[config.mk]
export PLATFORM = sky130hd
export DESIGN_NAME = lfsr_word_packer_flat
export DESIGN_NICKNAME = d
export VERILOG_FILES = /design/src/rtl/lfsr_word_packer_if.sv /design/src/rtl/lfsr_word_packer.sv /design/src/flat_wrapper.sv
export SDC_FILE = /design/constraint.sdc
export NUM_CORES = 1
export LEC_CHECK = 0
export CAP_MARGIN = 10
export CELL_PAD_IN_SITES_DETAIL_PLACEMENT = 1
export CELL_PAD_IN_SITES_GLOBAL_PLACEMENT = 1
export CORE_MARGIN = 3
export CORE_UTILIZATION = 50
export CTS_CLUSTER_SIZE = 25
export DETAILED_ROUTE_END_ITERATION = 6
export PLACE_DENSITY_LB_ADDON = 0.2
export REMOVE_ABC_BUFFERS = 1
export SETUP_SLACK_MARGIN = 0.2
export SYNTH_ARGS = -nofsm -noshare
export SYNTH_HDL_FRONTEND = slang
export SYNTH_SLANG_ARGS = --single-unit
export TNS_END_PERCENT = 5
[constraint.sdc]
create_clock -name clk -period 4.02 [get_ports clk]
set_clock_uncertainty 0.15 [all_clocks]
set_input_delay 0.603 -clock clk [delete_from_list [all_inputs] [get_ports clk]]
set_output_delay 0.603 -clock clk [all_outputs]
set_load 0.03 [all_outputs]
[src/rtl/lfsr_word_packer_if.sv]
// rtl/lfsr_word_packer_if.sv - serial bit input and packed word output bundle for lfsr_word_packer
//
// Signals:
//   bit_in, bit_valid  : serial pseudo-random bit stream from the upstream LFSR
//   word_data          : head word of the output FIFO
//   word_valid         : the FIFO holds at least one word
//   word_ready         : the consumer takes the head word when word_valid is also high
//   fifo_level         : number of words currently stored
//   overflow           : sticky flag, a completed word was dropped
// Modports: master drives bits and word_ready; slave is the packer.
interface lfsr_word_packer_if #(
    parameter int WORD_W     = 8,
    parameter int FIFO_DEPTH = 4
);
    logic                            bit_in;
    logic                            bit_valid;
    logic [WORD_W-1:0]               word_data;
    logic                            word_valid;
    logic                            word_ready;
    logic [$clog2(FIFO_DEPTH):0]     fifo_level;
    logic                            overflow;

    modport master (
        output bit_in,
        output bit_valid,
        output word_ready,
        input  word_data,
        input  word_valid,
        input  fifo_level,
        input  overflow
    );

    modport slave (
        input  bit_in,
        input  bit_valid,
        input  word_ready,
        output word_data,
        output word_valid,
        output fifo_level,
        output overflow
    );
endinterface

[src/rtl/lfsr_word_packer.sv]
// rtl/lfsr_word_packer.sv - packs a serial LFSR bit stream into words and queues them in a small FIFO
//
// Ports:
//   clk            : single clock, all state changes on its rising edge
//   reset          : synchronous active-low reset
//   enable         : 1 = COLLECT, 0 = IDLE (partial word is held)
//   flush          : discard the partial word (FIFO contents kept)
//   clear_overflow : clear the sticky overflow flag
//   bus            : slave side of lfsr_word_packer_if (bit stream in, word stream out)
module lfsr_word_packer #(
    parameter int WORD_W     = 8,
    parameter int FIFO_DEPTH = 4
) (
    input  logic                 clk,
    input  logic                 reset,
    input  logic                 enable,
    input  logic                 flush,
    input  logic                 clear_overflow,
    lfsr_word_packer_if.slave    bus
);
    localparam int PTR_W = $clog2(FIFO_DEPTH);
    localparam int LVL_W = PTR_W + 1;
    localparam int CNT_W = $clog2(WORD_W);

    localparam logic [CNT_W-1:0] LAST_BIT = CNT_W'(WORD_W - 1);
    localparam logic [LVL_W-1:0] FULL_LVL = LVL_W'(FIFO_DEPTH);

    typedef enum logic {
        IDLE    = 1'b0,
        COLLECT = 1'b1
    } state_t;

    state_t              state;
    logic [CNT_W-1:0]    bit_cnt;
    logic [WORD_W-1:0]   shreg;
    logic [WORD_W-1:0]   mem [FIFO_DEPTH];
    logic [PTR_W-1:0]    wr_ptr;
    logic [PTR_W-1:0]    rd_ptr;
    logic [LVL_W-1:0]    level;
    logic                overflow_q;

    logic                sample;
    logic                push;
    logic                pop;
    logic                full;
    logic                empty;
    logic                do_write;
    logic                drop;
    logic [WORD_W-1:0]   word_next;

    always_comb begin
        sample    = 1'b0;
        push      = 1'b0;
        word_next = {shreg[WORD_W-2:0], bus.bit_in};
        empty     = (level == '0);
        full      = (level == FULL_LVL);
        // A flush on the same edge wins over the incoming bit.
        sample    = (state == COLLECT) && bus.bit_valid && !flush;
        push      = sample && (bit_cnt == LAST_BIT);
        // word_ready only feeds state updates, never the outputs directly.
        pop       = !empty && bus.word_ready;
        // A full FIFO still accepts a word when the head leaves on the same edge.
        do_write  = push && (!full || pop);
        drop      = push && full && !pop;
    end

    always_ff @(posedge clk) begin
        if (!reset) begin
            state      <= IDLE;
            bit_cnt    <= '0;
            shreg      <= '0;
            wr_ptr     <= '0;
            rd_ptr     <= '0;
            level      <= '0;
            overflow_q <= 1'b0;
            // Storage is cleared so the head word is never X, even after
            // the read pointer moves onto a slot that was never written.
            for (int i = 0; i < FIFO_DEPTH; i++) begin
                mem[i] <= '0;
            end
        end else begin
            state <= enable ? COLLECT : IDLE;

            if (flush) begin
                bit_cnt <= '0;
                shreg   <= '0;
            end else if (sample) begin
                shreg   <= word_next;
                bit_cnt <= push ? '0 : bit_cnt + 1'b1;
            end

            if (do_write) begin
                mem[wr_ptr] <= word_next;
                wr_ptr      <= wr_ptr + 1'b1;
            end
            if (pop) begin
                rd_ptr <= rd_ptr + 1'b1;
            end

            case ({do_write, pop})
                2'b10:   level <= level + 1'b1;
                2'b01:   level <= level - 1'b1;
                default: level <= level;
            endcase

            if (drop) begin
                overflow_q <= 1'b1;
            end else if (clear_overflow) begin
                overflow_q <= 1'b0;
            end
        end
    end

    assign bus.word_data  = mem[rd_ptr];
    assign bus.word_valid = !empty;
    assign bus.fifo_level = level;
    assign bus.overflow   = overflow_q;
endmodule

[src/flat_wrapper.sv]
// flat-port wrapper written by rule: the top's interface ports become plain ports
module lfsr_word_packer_flat 
#(
    parameter int WORD_W     = 8,
    parameter int FIFO_DEPTH = 4
)
  (clk, reset, enable, flush, clear_overflow, bus_bit_in, bus_bit_valid, bus_word_ready, bus_word_data, bus_word_valid, bus_fifo_level, bus_overflow);
  lfsr_word_packer_if #(.WORD_W(WORD_W), .FIFO_DEPTH(FIFO_DEPTH)) bus_i ();
  input  logic clk;
  input  logic reset;
  input  logic enable;
  input  logic flush;
  input  logic clear_overflow;
  input wire logic [$bits(bus_i.bit_in)-1:0] bus_bit_in;
  input wire logic [$bits(bus_i.bit_valid)-1:0] bus_bit_valid;
  input wire logic [$bits(bus_i.word_ready)-1:0] bus_word_ready;
  output wire logic [$bits(bus_i.word_data)-1:0] bus_word_data;
  output wire logic [$bits(bus_i.word_valid)-1:0] bus_word_valid;
  output wire logic [$bits(bus_i.fifo_level)-1:0] bus_fifo_level;
  output wire logic [$bits(bus_i.overflow)-1:0] bus_overflow;
  assign bus_i.bit_in = bus_bit_in;
  assign bus_i.bit_valid = bus_bit_valid;
  assign bus_i.word_ready = bus_word_ready;
  assign bus_word_data = bus_i.word_data;
  assign bus_word_valid = bus_i.word_valid;
  assign bus_fifo_level = bus_i.fifo_level;
  assign bus_overflow = bus_i.overflow;
  lfsr_word_packer #(.WORD_W(WORD_W), .FIFO_DEPTH(FIFO_DEPTH)) u_core (.clk(clk), .reset(reset), .enable(enable), .flush(flush), .clear_overflow(clear_overflow), .bus(bus_i));
endmodule
==> results.py, run 1 <==
metrics = {
    "status": {
        "status": "complete, no violations",
    },
    "worst_hold_path": {
        "holdCritStartpoint": "u_core.bit_cnt[1]",
        "holdPathEnd": "u_core.bit_cnt[1]",
        "holdPathStages": 2,
        "hold_class": "reg2reg",
    },
    "pwr": {
        "power_uw": 942.5,
        "ir_drop_v": 0.0001815,
        "power.density_mw_per_mm2": 347.6,
        "p_leak_nw": 0.9160,
    },
    "place": {
        "io_buffers": 20,
        "hpwl_microns": 3535,
        "gp_congestion": 0.7923,
        "dp_cells": 253,
        "dpl_worst_slack_ns": 0.7943,
        "place_area_sq_mm": 0.002616,
    },
    "global_routing": {
        "grt_max_degree": 18,
        "grt_usage": 0.1974,
        "grt_pass1_wl_microns": 7824,
        "antenna_found_initial": 0,
        "first_global_vias": 1551,
        "overflow": 0,
    },
    "cts": {
        "clock_path_buffers": 2,
        "clock-sinks": 53,
        "clock_latency_ns": 0.31,
        "root_buffer": "clkbuf_8",
        "clk_pin_slew_worst_paths_ns": 0.10,
        "htreeDepth": 2,
        "cts_setup_buffers": 0,
        "hold_buffers": 0,
        "cts_tree": "yes",
        "cts_buffers": 5,
        "cts_resized": 0,
    },
    "synth": {
        "synthFlopType": "edfxtp_1",
        "synth.distinct_cells": 35,
        "avgSynthCellArea_sq_um": 12.87,
        "syn_inst": 182,
        "ys_seq_area_frac": 0.5897,
        "synthArstFlopShare": 0,
        "synth_edf_count": 32,
        "synth_warnings": 0,
        "ys_ff_latch": 53,
        "netlist_area_sq_mm": 0.002342,
    },
    "drt": {
        "drt_wl_total_microns": 4898,
        "drt_iter0_drc": 114,
        "route.vias.total": 1470,
        "ant_nets": 0,
        "drt-pass1-iter-count": 4,
        "drc": 0,
        "avgRoutedWirePerCell_microns": 18.69,
        "routed_via_density": 5.611,
    },
    "critical_path": {
        "worst_setup_path_end_kind": "primary output",
        "cp.arrival_ns": 2.18,
        "timing.rr.end": "u_core.bus.fifo_level[2]",
        "rrSetupSlack_ns": 1.29,
        "ff2ff_path_depth": 11,
        "worst_ep_required_time_ns": 3.27,
        "reg2reg_from": "u_core.bit_cnt[0]",
        "crit_fanout": 8,
        "crit_type": "reg2out",
        "cp-start-kind": "flop",
    },
    "timing": {
        "grt_setup_unrepaired": "no",
        "max_freq_mhz": 341.4,
        "setup_violations": 0,
        "worst_pin_slew_ns": 0.5410,
        "final_hold_viol_count": 0,
        "relSlewSlack": 0.6388,
        "worst_slack_ns": 1.091,
        "min_period_ns": 2.929,
        "finalCritPeriodShare": 0.7286,
        "whs_ns": 0.3266,
        "fin_setup_tns_ns": 0,
        "slew_violations": 0,
    },
    "final_layout": {
        "final_common_cell": "edfxtp_1",
        "stdcell_area_sq_mm": 0.002711,
        "area_delta_synth_final_pct": 15.76,
        "post-route-util": 0.6101,
        "layout_common_cells": "edfxtp_1 (32), and2_1 (22), dfxtp_1 (21), clkdlybuf4s50_1 (20), nand2_1 (19)",
        "finalNetCount": 221,
        "diodes": 0,
        "drive_gt1_frac": 0.1381,
        "final_cells": 262,
    },
    "job": {
        "drv_cap": 0,
    },
    "floorplanning": {
        "fp.dieH_microns": 74.45,
        "die_w_microns": 74.45,
        "coreArea_sq_mm": 0.004444,
        "io_pins": 21,
        "die_area_sq_mm": 0.005542,
        "initial_utilization": 0.5270,
        "row_count": 24,
    },
}
-- layout make-up --
class                   count  area, sq um
fillers                   453         1733
flip-flops and latches     53         1381
inverters                   7        26.28
well taps                  52        65.06
repair buffers             25        237.7
clock buffers               6        72.57
multi-input cells         117        913.4
clock inverters             2        15.01
-- sequential cells by signal, summed over array words and instances (netlist names), named ones only --
name	cells
u_core.bus.overflow	1
u_core.shreg	7
u_core.bus.fifo_level	3
u_core.mem	32
u_core.bit_cnt	3
u_core.wr_ptr	2
u_core.state	1
u_core.rd_ptr	2
-- worst max path at each step --
| stage | endpoint | start | depth (start not counted) | slack, ns |
|---|---|---|---|---|
| floorplan | u_core.bus.fifo_level[2] | u_core.bus.fifo_level[2] | 9 | 1.28 |
| global placement | u_core.bus.fifo_level[2] | bus_word_ready | 11 | 0.94 |
| detailed placement | u_core.bus.fifo_level[2] | bus_word_ready | 11 | 0.79 |
| CTS | bus_word_data[3] | flop | 2 | 1.05 |
| global route | bus_word_data[3] | flop | 2 | 0.97 |
| finish | bus_word_data[3] | flop | 2 | 1.09 |
-- Yosys cell counts (all sizes together) (2+ instances only) --
| master | n | share of area |
|---|---|---|
| mux4 | 8 | 0.077 |
| edfxtp | 32 | 0.41 |
| and2 | 22 | 0.059 |
| nand3 | 2 | 0.0043 |
| nor3 | 5 | 0.011 |
| inv | 7 | 0.011 |
| nand3b | 2 | 0.0064 |
| nor2 | 8 | 0.016 |
| nand2 | 19 | 0.030 |
| xnor2 | 2 | 0.0075 |
| o21ai | 6 | 0.014 |
| a21oi | 13 | 0.028 |
| and3 | 7 | 0.019 |
| or3 | 2 | 0.0059 |
| buf | 4 | 0.0075 |
| nor4 | 3 | 0.027 |
| dfxtp | 21 | 0.18 |
| nand2b | 2 | 0.0053 |
| ha | 3 | 0.016 |
| xor2 | 3 | 0.011 |
-- per-layer routing --
layer / vias to the layer above / GRT usage / part of all wire
li1: 716 / - / -
met1: 721 / 0.2365 / 0.43
met2: 27 / 0.3502 / 0.52
met3: 6 / 0.04324 / 0.030
met4: 0 / 0.06719 / 0.014
met5: - / 0 / 0
-- where the power goes --
| part | internal (mW) | switching [mW] | leakage, nW |
|---|---|---|---|
| Clock | 0.123 | 0.176 | 0.0374 |
| Sequential | 0.589 | 0.00521 | 0.480 |
| Combinational | 0.0212 | 0.0277 | 0.399 |
-- kinds of logic after synthesis --
kind of cell / synth area share
adder cells (fa/ha/maj): 0.02457
flip-flops: 0.5897
AO/OA/AOI/OAI: 0.05021
XOR/XNOR: 0.01870
AND/OR/NAND/NOR: 0.2153
buffers and inverters: 0.02030
multiplexers: 0.08120
-- critical path, stage by stage, from the launching register on --
cell and delay, ns:
dfxtp_1 0.67, mux4_2 0.58, clkdlybuf4s50_1 0.61
Note: power is estimated with default switching activity, not from simulation.
==> inputs of run 2 (changes only) <==
--- a/config.mk
+++ b/config.mk
@@ -9,7 +9,7 @@
 export CELL_PAD_IN_SITES_DETAIL_PLACEMENT = 1
 export CELL_PAD_IN_SITES_GLOBAL_PLACEMENT = 1
 export CORE_MARGIN = 3
-export CORE_UTILIZATION = 50
+export CORE_UTILIZATION = 42
 export CTS_CLUSTER_SIZE = 25
 export DETAILED_ROUTE_END_ITERATION = 6
 export PLACE_DENSITY_LB_ADDON = 0.2
==> constraint.sdc (replaced) <==
create_clock -name clk -period 2.5 [get_ports clk]
set_clock_uncertainty 0.15 [all_clocks]
set_input_delay 0.375 -clock clk [delete_from_list [all_inputs] [get_ports clk]]
set_output_delay 0.375 -clock clk [all_outputs]
set_load 0.03 [all_outputs]
==> run 2 against run 1 <==
Total power increased by 62%. Register-to-register slack got worse by 1.0 ns. Worst setup slack got worse by 0.84 ns. Sequential share of layout area decreased by 2.8 points. Non-clock buffer count increased by 13. Via count increased by 6.1%. First-iteration DRC count increased by 16%. Design area increased by 6.1%. Utilization decreased by 6.1 points. Global-route usage decreased by 1.5 points.
==> results.py, run 2 (same netlist as run 1, synthesis figures left out) <==
metrics = {
    "critical_path": {
        "cp-start-kind": "flop",
        "reg2reg_from": "u_core.bus.fifo_level[0]",
        "worst_ep_required_time_ns": 1.98,
        "path_cells": "buf_4 > mux4_2 > dlygate4sd2_1",
        "max_stage_delay_ns": 0.52,
        "slowest_stage": "mux4_2",
        "crit_fanout": 8,
        "worst_setup_path_end_kind": "primary output",
        "cp.arrival_ns": 1.73,
        "cp_top_family": "buffers and inverters",
        "critPathBufInv": 2,
        "crit_type": "reg2out",
        "rrSetupSlack_ns": 0.29,
    },
    "global_routing": {
        "first_global_vias": 1729,
        "overflow": 0,
        "grt_usage": 0.1820,
        "grt_max_degree": 17,
        "grt_pass1_wl_microns": 8742,
        "antenna_found_initial": 0,
    },
    "floorplanning": {
        "die_w_microns": 80.68,
        "initial_utilization": 0.4472,
        "io_pins": 21,
        "die_area_sq_mm": 0.006508,
        "fp.dieH_microns": 80.68,
        "row_count": 26,
        "coreArea_sq_mm": 0.005238,
    },
    "cts": {
        "clock_path_buffers": 2,
        "cts_tree": "yes",
        "clock-sinks": 53,
        "root_buffer": "clkbuf_8",
        "cts_buffers": 5,
        "hold_buffers": 0,
        "clock_latency_ns": 0.31,
        "htreeDepth": 2,
        "clk_pin_slew_worst_paths_ns": 0.09,
    },
    "final_layout": {
        "layout_common_cells": "edfxtp_1 (32), and2_1 (22), nand2_1 (19), buf_4 (18), dfxtp_1 (17)",
        "fillers": 546,
        "largest_register_ffs": 32,
        "drive_gt1_frac": 0.2332,
        "post-route-util": 0.5492,
        "final_cells": 293,
        "diodes": 0,
        "stdcell_area_sq_mm": 0.002877,
        "reg_top3": "u_core.mem (32), u_core.shreg (7)",
        "area_delta_synth_final_pct": 22.81,
        "final_common_cell": "edfxtp_1",
        "finalNetCount": 234,
        "largest-register": "u_core.mem",
    },
    "pwr": {
        "p_comb_frac": 0.055,
        "seqPwrFrac": 0.628,
        "power.density_mw_per_mm2": 529.3,
        "p_sw_uw": 345.6,
        "swShare": 0.2270,
        "power_mw": 1.523,
        "ir_drop_v": 0.0002571,
        "power_frac_clock": 0.318,
        "p_leak_nw": 1.023,
        "p_int_mw": 1.177,
    },
    "timing": {
        "setup_violations": 0,
        "max_freq_mhz": 444.3,
        "min_period_ns": 2.250,
        "finalCritPeriodShare": 0.9002,
        "fin_setup_tns_ns": 0,
        "slew_violations": 0,
        "grt_setup_unrepaired": "yes",
        "whs_ns": 0.3386,
        "worst_slack_ns": 0.2495,
        "worst_pin_slew_ns": 0.5177,
        "final_hold_viol_count": 0,
        "relSlewSlack": 0.6505,
    },
    "place": {
        "hpwl_microns": 3836,
        "io_buffers": 20,
        "gp_congestion": 0.7825,
        "dpl_worst_slack_ns": -0.2585,
        "place_area_sq_mm": 0.002729,
        "dp_cells": 283,
    },
    "drt": {
        "drt_iter0_drc": 132,
        "drt_wl_total_microns": 5271,
        "route.vias.total": 1559,
        "routed_via_density": 5.321,
        "avgRoutedWirePerCell_microns": 17.99,
        "drc": 0,
        "drt-pass1-iter-count": 4,
        "ant_nets": 0,
    },
    "worst_hold_path": {
        "hold_class": "reg2reg",
        "holdCritStartpoint": "u_core.bit_cnt[1]",
    },
    "job": {
        "drv_cap": 0,
    },
    "status": {
        "status": "complete, no violations",
    },
}
-- run 2: cell types whose count changed in the layout (fill, tap and decap cells not counted), sizes merged --
cell           previous run  this run
clkdlybuf4s50            20        10
dlymetal6s2s              0         1
clkdlybuf4s15             0         1
buf                       4        18
clkbuf                    7         5
clkinvlp                  2         1
clkinv                    0         2
dlygate4sd2               0         8
-- run 2: worst min-delay path: cells and delay by family, from the launching register on --
kind / cells / cell delay, ns
flops: 1 / 0.35
simple gates: 1 / 0.05
compound gates: 1 / 0.06
-- run 2: final cells by class --
cell class / count / area [sq um] / share of cell area
Clock buffer: 5 / 68.82 / 0.02392
Clock inverter: 3 / 17.52 / 0.006090
Inverter: 7 / 26.28 / 0.009134
Multi-Input combinational cell: 117 / 962.2 / 0.3345
Sequential cell: 53 / 1386 / 0.4819
Tap cell: 70 / 87.58 / 0.03045
Timing Repair Buffer: 38 / 327.8 / 0.1140
-- run 2: metal layers --
| metal | routed length [microns] | track usage | up-vias |
|---|---|---|---|
| met5 | 0 | 0 | - |
| met4 | 66 | 0.05574 | 0 |
| met3 | 155 | 0.03475 | 8 |
| met2 | 2886 | 0.3411 | 24 |
| met1 | 2163 | 0.2066 | 794 |
| li1 | - | - | 733 |
-- run 2: final timing paths --
check / cells after the start / endpoint
max: 3 / bus_word_data[4]
min: 2 / u_core.bit_cnt[1]
max reg2reg: 9 / u_core.bus.fifo_level[2]
min reg2reg: 2 / u_core.bit_cnt[1]
-- run 2: what timing repair did --
item	in CTS	in global routing
pin swaps	0	3
resized for setup	11	13
endpoints found under the setup margin	10	17
buffers inserted	0	2
-- run 2: power by group through the flow --
stage | Clock (mW) | Combinational [mW] | Sequential (mW)
2_1_floorplan | 0 | 0.0388 | 0.972
3_3_place_gp | 0 | 0.0831 | 0.973
3_5_place_dp | 0 | 0.0869 | 0.976
4_1_cts | 0.491 | 0.0837 | 0.956
5_1_grt | 0.529 | 0.0889 | 0.959
6_report | 0.484 | 0.0832 | 0.956
